$ cat src/rtl/deserializer_pkg.sv
// -----------------------------------------------------------------------------
// deserializer_pkg
//   Shared helpers for the deserializer family (RTL and benches).
//   len_width : width of a length field able to hold 0..n_samples
//   clamp_len : maps a requested frame length onto the legal range 1..n_samples;
//               0 or anything above n_samples selects a full frame
// -----------------------------------------------------------------------------
package deserializer_pkg;

   localparam int unsigned DefaultNSamples = 8;
   localparam int unsigned DefaultBitWidth = 32;

   function automatic int unsigned len_width(input int unsigned n_samples);
      return $clog2(n_samples + 1);
   endfunction

   function automatic int unsigned clamp_len(input int unsigned cfg,
                                             input int unsigned n_samples);
      if (cfg == 0 || cfg > n_samples) begin
         return n_samples;
      end
      return cfg;
   endfunction

endpackage

$ cat src/rtl/deser_bank.sv
// -----------------------------------------------------------------------------
// deser_bank
//   One frame buffer of the ping-pong deserializer: N_SAMPLES words plus the
//   stored frame length. Words at index >= stored length read as zero.
// Ports
//   clk      in   clock
//   reset    in   synchronous active-high reset (clears words and length)
//   wr_en    in   write recv word at wr_idx
//   wr_idx   in   word index (0..N_SAMPLES-1)
//   wr_data  in   word to store
//   len_en   in   load len_in into the stored length
//   len_in   in   frame length to store
//   rd_msg   out  masked word array
//   rd_len   out  stored length
// -----------------------------------------------------------------------------
module deser_bank
   import deserializer_pkg::*;
#(
   parameter int unsigned N_SAMPLES = DefaultNSamples,
   parameter int unsigned BIT_WIDTH = DefaultBitWidth,
   localparam int unsigned LW       = len_width(N_SAMPLES)
) (
   input  logic                 clk,
   input  logic                 reset,
   input  logic                 wr_en,
   input  logic [LW-1:0]        wr_idx,
   input  logic [BIT_WIDTH-1:0] wr_data,
   input  logic                 len_en,
   input  logic [LW-1:0]        len_in,
   output logic [BIT_WIDTH-1:0] rd_msg [N_SAMPLES-1:0],
   output logic [LW-1:0]        rd_len
);

   logic [BIT_WIDTH-1:0] mem_q [N_SAMPLES-1:0];
   logic [LW-1:0]        len_q;

   always_ff @(posedge clk) begin
      if (reset) begin
         len_q <= '0;
         for (int i = 0; i < N_SAMPLES; i++) begin
            mem_q[i] <= '0;
         end
      end else begin
         if (len_en) begin
            len_q <= len_in;
         end
         for (int i = 0; i < N_SAMPLES; i++) begin
            if (wr_en && wr_idx == LW'(i)) begin
               mem_q[i] <= wr_data;
            end
         end
      end
   end

   // Masking hides words left over from a longer earlier frame.
   always_comb begin
      for (int i = 0; i < N_SAMPLES; i++) begin
         rd_msg[i] = (LW'(i) < len_q) ? mem_q[i] : '0;
      end
      rd_len = len_q;
   end

endmodule

$ cat src/rtl/deserializer_pingpong.sv
// -----------------------------------------------------------------------------
// deserializer_pingpong
//   Collects a runtime-selectable number of samples from a val/rdy stream into
//   a frame and presents it on a val/rdy output. Two banks alternate so a new
//   frame fills while the previous one waits; 1 sample/cycle, no frame bubble.
// Ports
//   clk       in   clock
//   reset     in   synchronous active-high reset
//   recv_val  in   sample valid
//   recv_rdy  out  sample ready (depends on state only)
//   recv_msg  in   sample
//   cfg_len   in   samples per frame, sampled at the first sample of a frame
//   send_val  out  frame valid
//   send_rdy  in   frame ready
//   send_msg  out  frame words, word i = i-th sample received, zero beyond len
//   send_len  out  length of presented frame
// -----------------------------------------------------------------------------
module deserializer_pingpong
   import deserializer_pkg::*;
#(
   parameter int unsigned N_SAMPLES = DefaultNSamples,
   parameter int unsigned BIT_WIDTH = DefaultBitWidth,
   localparam int unsigned LW       = len_width(N_SAMPLES)
) (
   input  logic                 clk,
   input  logic                 reset,
   input  logic                 recv_val,
   output logic                 recv_rdy,
   input  logic [BIT_WIDTH-1:0] recv_msg,
   input  logic [LW-1:0]        cfg_len,
   output logic                 send_val,
   input  logic                 send_rdy,
   output logic [BIT_WIDTH-1:0] send_msg [N_SAMPLES-1:0],
   output logic [LW-1:0]        send_len
);

   logic [LW-1:0] count_q, count_d;
   logic          wr_bank_q, wr_bank_d;
   logic          rd_bank_q, rd_bank_d;
   logic [1:0]    full_q, full_d;

   logic          recv_fire, send_fire;
   logic [LW-1:0] eff_len, cur_len;
   logic          frame_last;

   logic [BIT_WIDTH-1:0] bank0_msg [N_SAMPLES-1:0];
   logic [BIT_WIDTH-1:0] bank1_msg [N_SAMPLES-1:0];
   logic [1:0][LW-1:0]   bank_len;

   assign recv_rdy  = !full_q[wr_bank_q];
   assign send_val  = full_q[rd_bank_q];
   assign recv_fire = recv_val && recv_rdy;
   assign send_fire = send_val && send_rdy;

   assign eff_len = LW'(clamp_len(32'(cfg_len), N_SAMPLES));
   // The first sample of a frame uses the live clamped length; later samples
   // use the length latched into the bank, so cfg_len changes are ignored.
   assign cur_len    = (count_q == '0) ? eff_len : bank_len[wr_bank_q];
   assign frame_last = (count_q + LW'(1)) == cur_len;

   always_comb begin
      count_d   = count_q;
      wr_bank_d = wr_bank_q;
      rd_bank_d = rd_bank_q;
      full_d    = full_q;
      if (recv_fire) begin
         if (frame_last) begin
            full_d[wr_bank_q] = 1'b1;
            wr_bank_d         = !wr_bank_q;
            count_d           = '0;
         end else begin
            count_d = count_q + LW'(1);
         end
      end
      // recv can only complete into a non-full bank, so this never hits the
      // same bank as the completion above.
      if (send_fire) begin
         full_d[rd_bank_q] = 1'b0;
         rd_bank_d         = !rd_bank_q;
      end
   end

   always_ff @(posedge clk) begin
      if (reset) begin
         count_q   <= '0;
         wr_bank_q <= 1'b0;
         rd_bank_q <= 1'b0;
         full_q    <= '0;
      end else begin
         count_q   <= count_d;
         wr_bank_q <= wr_bank_d;
         rd_bank_q <= rd_bank_d;
         full_q    <= full_d;
      end
   end

   deser_bank #(
      .N_SAMPLES (N_SAMPLES),
      .BIT_WIDTH (BIT_WIDTH)
   ) u_bank0 (
      .clk     (clk),
      .reset   (reset),
      .wr_en   (recv_fire && !wr_bank_q),
      .wr_idx  (count_q),
      .wr_data (recv_msg),
      .len_en  (recv_fire && !wr_bank_q && count_q == '0),
      .len_in  (eff_len),
      .rd_msg  (bank0_msg),
      .rd_len  (bank_len[0])
   );

   deser_bank #(
      .N_SAMPLES (N_SAMPLES),
      .BIT_WIDTH (BIT_WIDTH)
   ) u_bank1 (
      .clk     (clk),
      .reset   (reset),
      .wr_en   (recv_fire && wr_bank_q),
      .wr_idx  (count_q),
      .wr_data (recv_msg),
      .len_en  (recv_fire && wr_bank_q && count_q == '0),
      .len_in  (eff_len),
      .rd_msg  (bank1_msg),
      .rd_len  (bank_len[1])
   );

   always_comb begin
      for (int i = 0; i < N_SAMPLES; i++) begin
         send_msg[i] = rd_bank_q ? bank1_msg[i] : bank0_msg[i];
      end
      send_len = bank_len[rd_bank_q];
   end

endmodule

$ cat config.mk
export PLATFORM = sky130hd
export DESIGN_NAME = deserializer_pingpong
export DESIGN_NICKNAME = d
export VERILOG_FILES = /design/src/rtl/deserializer_pkg.sv /design/src/rtl/deser_bank.sv /design/src/rtl/deserializer_pingpong.sv
export SDC_FILE = /design/constraint.sdc
export NUM_CORES = 1
export LEC_CHECK = 0
export CAP_MARGIN = 20
export CORE_ASPECT_RATIO = 1.75
export CORE_MARGIN = 3
export CORE_UTILIZATION = 55
export DETAILED_ROUTE_END_ITERATION = 8
export HOLD_SLACK_MARGIN = 0.03
export PLACE_DENSITY = 0.76
export SLEW_MARGIN = 20
export SYNTH_ARGS = -nofsm -noshare
export SYNTH_HDL_FRONTEND = slang
export SYNTH_SLANG_ARGS = --single-unit
$ cat constraint.sdc
create_clock -name clk -period 5.18 [get_ports clk]
set_input_delay 0.777 -clock clk [delete_from_list [all_inputs] [get_ports clk]]
set_output_delay 0.777 -clock clk [all_outputs]
set_load 0.01 [all_outputs]
==> results.md, run 1 <==
* WP data required at between 4 and 5 ns
* Final design utilization at 68.6%
* RSZ-0062 raised after global routing: no
* Setup TNS at 0 ns
* First drt pass iteration count at 5
* Io pins at 302
* Cell count after synthesis at 1517
* CTS tree: done
* Fill count at 2598
* Cell area after synthesis at between 20000 and 25000 um^2
* Initial antenna violation count at 1
* Final setup viols at 0
* DP Area at 24600 um^2
* P&R area growth vs syn at 22.7%
* Largest net degree at the start of global routing at 39
* Crit Path Max Fanout at 25
* Drt drc at 0
* Leak at 9.38 nW
* Clock-pin slew on the worst setup and hold paths at approximately 0.07 ns
* Outcome: finished clean
* Clock Skews at 0.0117 ns
* Max Buffers Root-to-Sink at 3
* Mean Syn Cell Area at ~14 um^2
* Synth unique cells at 46
* DR vias at 13568
* Clock sinks at 528
* Max-cap violations at 0
* Switching power at about 2.2 mW
* Area leader, netlist: edfxtp_1
* Layout cells sized above 1 at 7.29%
* Vias per Instance at 5.96
* Hold WC Path Type: reg2reg
* TritonCTS Buffers at 44
* Global route overflow at 0
* Hold Buf Count CTS at 0
* Peak VDD IR at 338 uV
* Die area at 41000 um^2
* Switch share at approximately a quarter
* Number of global-route vias before repair at 13731
* Crit path largest cell delay at 0.95 ns
* Mapped Nets at 1561
* Slowest cell on crit path: dfxtp_1
* Height of the chip at approximately 270 um
* CTS H-tree lvls at 2
* Synth async-reset ratio at 0%
* Final critical-path required period at 4.15 ns
* Crit path cell chain: nor2b_2 -> buf_4 -> a22o_1 -> clkdlybuf4s50_1
* Cell internal pwr at 7.17 mW
* Worst-margin pin slew at 1.01 ns
* Synth top area share at 72.6%
* Final Instance Area at 26000 um^2
* Crit path max-delay family: flip-flops
* Clock share of power at 34.9%
* Final ANT Viol Nets at 0
* Root Driver: clkbuf_16
* WS Path Type: reg2out
* Reg area at ~16000 um^2
* CP Launch Type: register
* Count of cells resized by post-cts repair at 0
* WHS at 0.525 ns
* Area of the multi-input gates at 4880 um^2
* Final Max Tran Viols at 0
* Leading post-synthesis cells by cell area: edfxtp_1, a22o_1, nor2_1, clkbuf_1, dfxtp_1
* First-pass GRT wire length at about 85 mm
* WL per Instance at between 20 and 25 um
* Most used DFF post-synth: edfxtp_1
* Final HPWL DP at 38.0 mm
* Gpl congestion at 0.873
* Starting Density at between 50% and 60%
* NumNets Final at roughly 1800
* #FFs+latches synth at around 530
* CP bufs+invs at 2
* Postcts setup bufs at 0
* Row count at between 90 and 100
* Post-synthesis sequential area ratio at 74.1%
* Gr usage total at 27.3%
* Ys Warns at 0
* Final WL at around 57 mm
* Worst-Skew Late Latency at about 0.56 ns
* Area of the core at ~38000 um^2
* Seq pwr share at about 54%
* Relative slew slack at 32.6%
* Chip Width at 154 um
* Crit share post-route at 80.1%
* PortBufs at 301
* Max Clock Freq at about 240 MHz
* Hold Vio Cnt, Final at 0
* Initial DRC count at roughly 1200
* Combinational share of power at between 10% and 20%
* Cell area power density at 359 nW/um^2
* EDFF count, synth at 512
* R2R setup slack at 1.89 ns
* Arrival @ worst endpoint at 3.37 ns
* Setup crit end kind: primary output
per-stage QoR:
step	instances	total power, mW	setup slack [ns]
floorplan	1517	5.61	2.52
global placement	2195	6.15	1.73
detailed placement	2195	6.17	1.60
CTS	2277	9.37	1.02
global route	2278	9.62	0.883
finish	2278	9.34	1.03
worst reg2reg max path: stages (launching register included):
cell	delay, ns
dfxtp_1	0.36
inv_1	0.15
ha_1	0.26
nor3b_4	0.41
nand2_1	0.12
or3_2	0.80
nand2b_2	0.81
registers in the layout, indices dropped and copies added (netlist names):
signal,flops
count_q,4
full_q,2
rd_bank_q,1
u_bank0.mem_q,256
u_bank0.rd_len,4
u_bank1.mem_q,256
u_bank1.rd_len,4
wr_bank_q,1
synth_stat cells (all sizes together), types with 4 or more instances:
| cell type | count |
|---|---|
| mux2i | 10 |
| nor2 | 403 |
| o21ai | 4 |
| ha | 4 |
| buf | 24 |
| edfxtp | 512 |
| a21o | 4 |
| nor2b | 7 |
| dfxtp | 16 |
| nand2b | 45 |
| nor3 | 5 |
| clkbuf | 113 |
| nand2 | 19 |
| a22o | 256 |
| mux2 | 7 |
| a21oi | 13 |
| inv | 39 |
placed cells by master, fill, tap and decap left out, drive strengths merged, types with 19 or more instances in the layout:
cell           netlist  routed
buf                 24      35
edfxtp             512     512
clkdlybuf4s50        0     300
inv                 39      41
nand2               19      19
clkbuf             113      49
nand2b              45      45
nor2               403     403
a22o               256     256
clkinv               0      25
power groups by stage:
| stage | Combinational, mW | Sequential (mW) | Clock [mW] |
|---|---|---|---|
| 5_1_grt | 1.10 | 5.06 | 3.46 |
| 3_5_place_dp | 1.04 | 5.13 | 0 |
| 2_1_floorplan | 0.523 | 5.09 | 0 |
| 6_report | 1.04 | 5.04 | 3.26 |
| 3_3_place_gp | 1.03 | 5.12 | 0 |
| 4_1_cts | 1.05 | 5.04 | 3.29 |
logic make-up after synthesis:
kind of cell               Yosys count  share of synthesized area (%)
and+or+nand+nor                    497                           9.76
muxes                               17                          0.939
xor gates and xnor gates             6                          0.248
buffers and inverters              176                           3.17
DFF                                528                           74.1
adders and majority gates            4                          0.236
AOI/OAI and AO/OA                  289                           11.6
final timing paths:
check / start / endpoint / depth (start not counted)
setup / recovery: rd_bank_q / send_msg[178] / 4
hold reg to reg: count_q[1] / count_q[1] / 2
setup reg to reg: count_q[0] / u_bank0.mem_q[0][5] / 6
hold / removal: count_q[1] / count_q[1] / 2
routing by layer:
| layer | track usage [%] | share of wire [%] | vias to the layer above |
|---|---|---|---|
| met1 | 31.9 | 34 | 6693 |
| met2 | 50.5 | 55 | 708 |
| met5 | 0 | 0 | - |
| li1 | - | - | 6043 |
| met3 | 4.44 | 7.6 | 124 |
| met4 | 9.84 | 3.7 | 0 |
final cells by class:
| cell class | count | area share, % |
|---|---|---|
| flip-flops and latches | 528 | 60.4 |
| multi-input cells | 813 | 18.8 |
| repair buffers | 335 | 12.6 |
| clock buffers | 49 | 4.39 |
| well taps | 480 | 2.31 |
| clock inverters | 33 | 1.03 |
| inverters | 39 | 0.563 |
| diodes | 1 | 0.00963 |
Note: power is estimated with default switching activity, not from simulation.
==> inputs of run 2 (changes only) <==
Settings changed: CORE_UTILIZATION 55 to 49, PLACE_DENSITY 0.76 to 0.72.
Clock period 5.18 ns to 3.5 ns, I/O delays scaled along.
==> run 2 against run 1 <==
Clock skew barely moved. Power rose by 47%. First-iteration DRC count fell by 27%. Global-route usage fell by 4.2 points. Flip-flop and latch count did not move. Combinational power rose by 49%.
==> results.md, run 2 (synthesis results as in run 1) <==
* Outcome: finished clean
* Final ANT Viol Nets at 0
* Peak VDD IR at 385 uV
* WP data required at between 2 and 3 ns
* Largest regs: u_bank0.mem_q: 256 flops, u_bank1.mem_q: 256 flops
* Setup crit end kind: primary output
* Layout cells sized above 1 at between 7 and 8%
* Total power at ~14 mW
* Leak at 9.46 nW
* Hold Buf Count CTS at 0
* Height of the chip at 281 um
* PortBufs at 301
* Final Max Tran Viols at 0
* Most frequent cells in the layout: edfxtp_1, nor2_1, clkdlybuf4s50_1
* Clock-pin slew on the worst setup and hold paths at 0.06 ns
* Hold Vio Cnt, Final at 0
* Relative slew slack at 47.7%
* Final WL at ~54 mm
* DR vias at 13407
* Most common cell after layout, fill and taps aside: edfxtp_1
* Global route overflow at 0
* CTS tree: done
* Max-cap violations at 0
* TritonCTS Buffers at 46
* First drt pass iteration count at 5
* Largest net degree at the start of global routing at 49
* Initial DRC count at 879
* Chip Width at between 150 and 200 um
* Setup TNS at 0 ns
* Final HPWL DP at 37.1 mm
* Die area at 45900 um^2
* WL per Instance at 22.7 um
* P&R area growth vs syn at 23.8%
* Crit Path Max Fanout at 22
* Vias per Instance at 5.66
* Root Driver: clkbuf_16
* Postcts setup bufs at 0
* Gr usage total at 23.1%
* Drt drc at 0
* Starting Density at 49.7%
* Area of the core at between 40000 and 50000 um^2
* Gpl congestion at 0.836
* Final setup viols at 0
* Final design utilization at 61.5%
* NumNets Final at 1820
* Number of global-route vias before repair at 13695
* Setup ws final at 0.188 ns
* Cell area power density at about 530 nW/um^2
* Arrival @ worst endpoint at 2.79 ns
* Row count at 100
* Max Clock Freq at 302 MHz
* WS Path Type: reg2out
* Clock sinks at 528
* CP Launch Type: register
* Clock Skews at 0.0121 ns
* Final critical-path required period at 3.31 ns
* Worst-Skew Late Latency at 0.57 ns
* Count of cells resized by post-cts repair at 1
* Crit share post-route at 94.6%
* RSZ-0062 raised after global routing: no
* Hold WC Path Type: reg2reg
* Initial antenna violation count at 0
* Ant. Diodes at 0
* Max Buffers Root-to-Sink at 3
* CTS H-tree lvls at 2
* First-pass GRT wire length at 80.5 mm
* Worst-margin pin slew at 0.785 ns
* Io pins at 302
* Dpl ws at 0.451 ns
==> run 2: cell type report <==
cell class / instances / area, um^2
Inverter: 39 / 146
Timing Repair Buffer: 348 / 3410
Multi-Input combinational cell: 813 / 4880
Sequential cell: 528 / 15700
Clock buffer: 50 / 1170
Fill cell: 3170 / 16400
Clock inverter: 30 / 228
Tap cell: 561 / 702
==> run 2: per-stage QoR <==
stage	instance area [um^2]	std cells	hold WS [ns]
finish	26200	2369	0.525
global route	26200	2369	0.548
CTS	26200	2369	0.521
detailed placement	24800	2289	0.511
global placement	24800	2289	0.496
floorplan	21200	1517	0.476
==> run 2: final timing paths <==
kind / startpoint / slack (ns) / depth (start not counted) / endpoint
worst min-delay path: count_q[1] / 0.52 / 2 / count_q[1]
worst max-delay path: u_bank0.rd_len[2] / 0.19 / 5 / send_msg[19]
worst min register to register: count_q[1] / 0.52 / 2 / count_q[1]
worst max register to register: count_q[0] / 0.70 / 8 / full_q[1]
==> run 2: where the power goes <==
group          internal [mW]  switching, mW  total [mW]
combinational          0.652          0.901        1.55
sequential              7.31          0.118        7.43
clock                   2.62           2.17        4.79
total                   10.6           3.19        13.8
==> run 2: layer usage <==
metal	vias to the layer above	GRT usage, %	share of wire [%]
met5	-	0	0
met2	474	41.6	53
met3	115	4.35	5.9
li1	6074	-	-
met1	6744	26.7	36
met4	0	10.2	4.6
==> run 2: worst max-delay path, stage by stage, from the launching register on <==
cell             delay [ns]
dfxtp_1                0.49
nor3_1                 0.15
a21oi_4                0.36
buf_4                  0.36
a22o_1                 0.28
clkdlybuf4s50_1        0.57
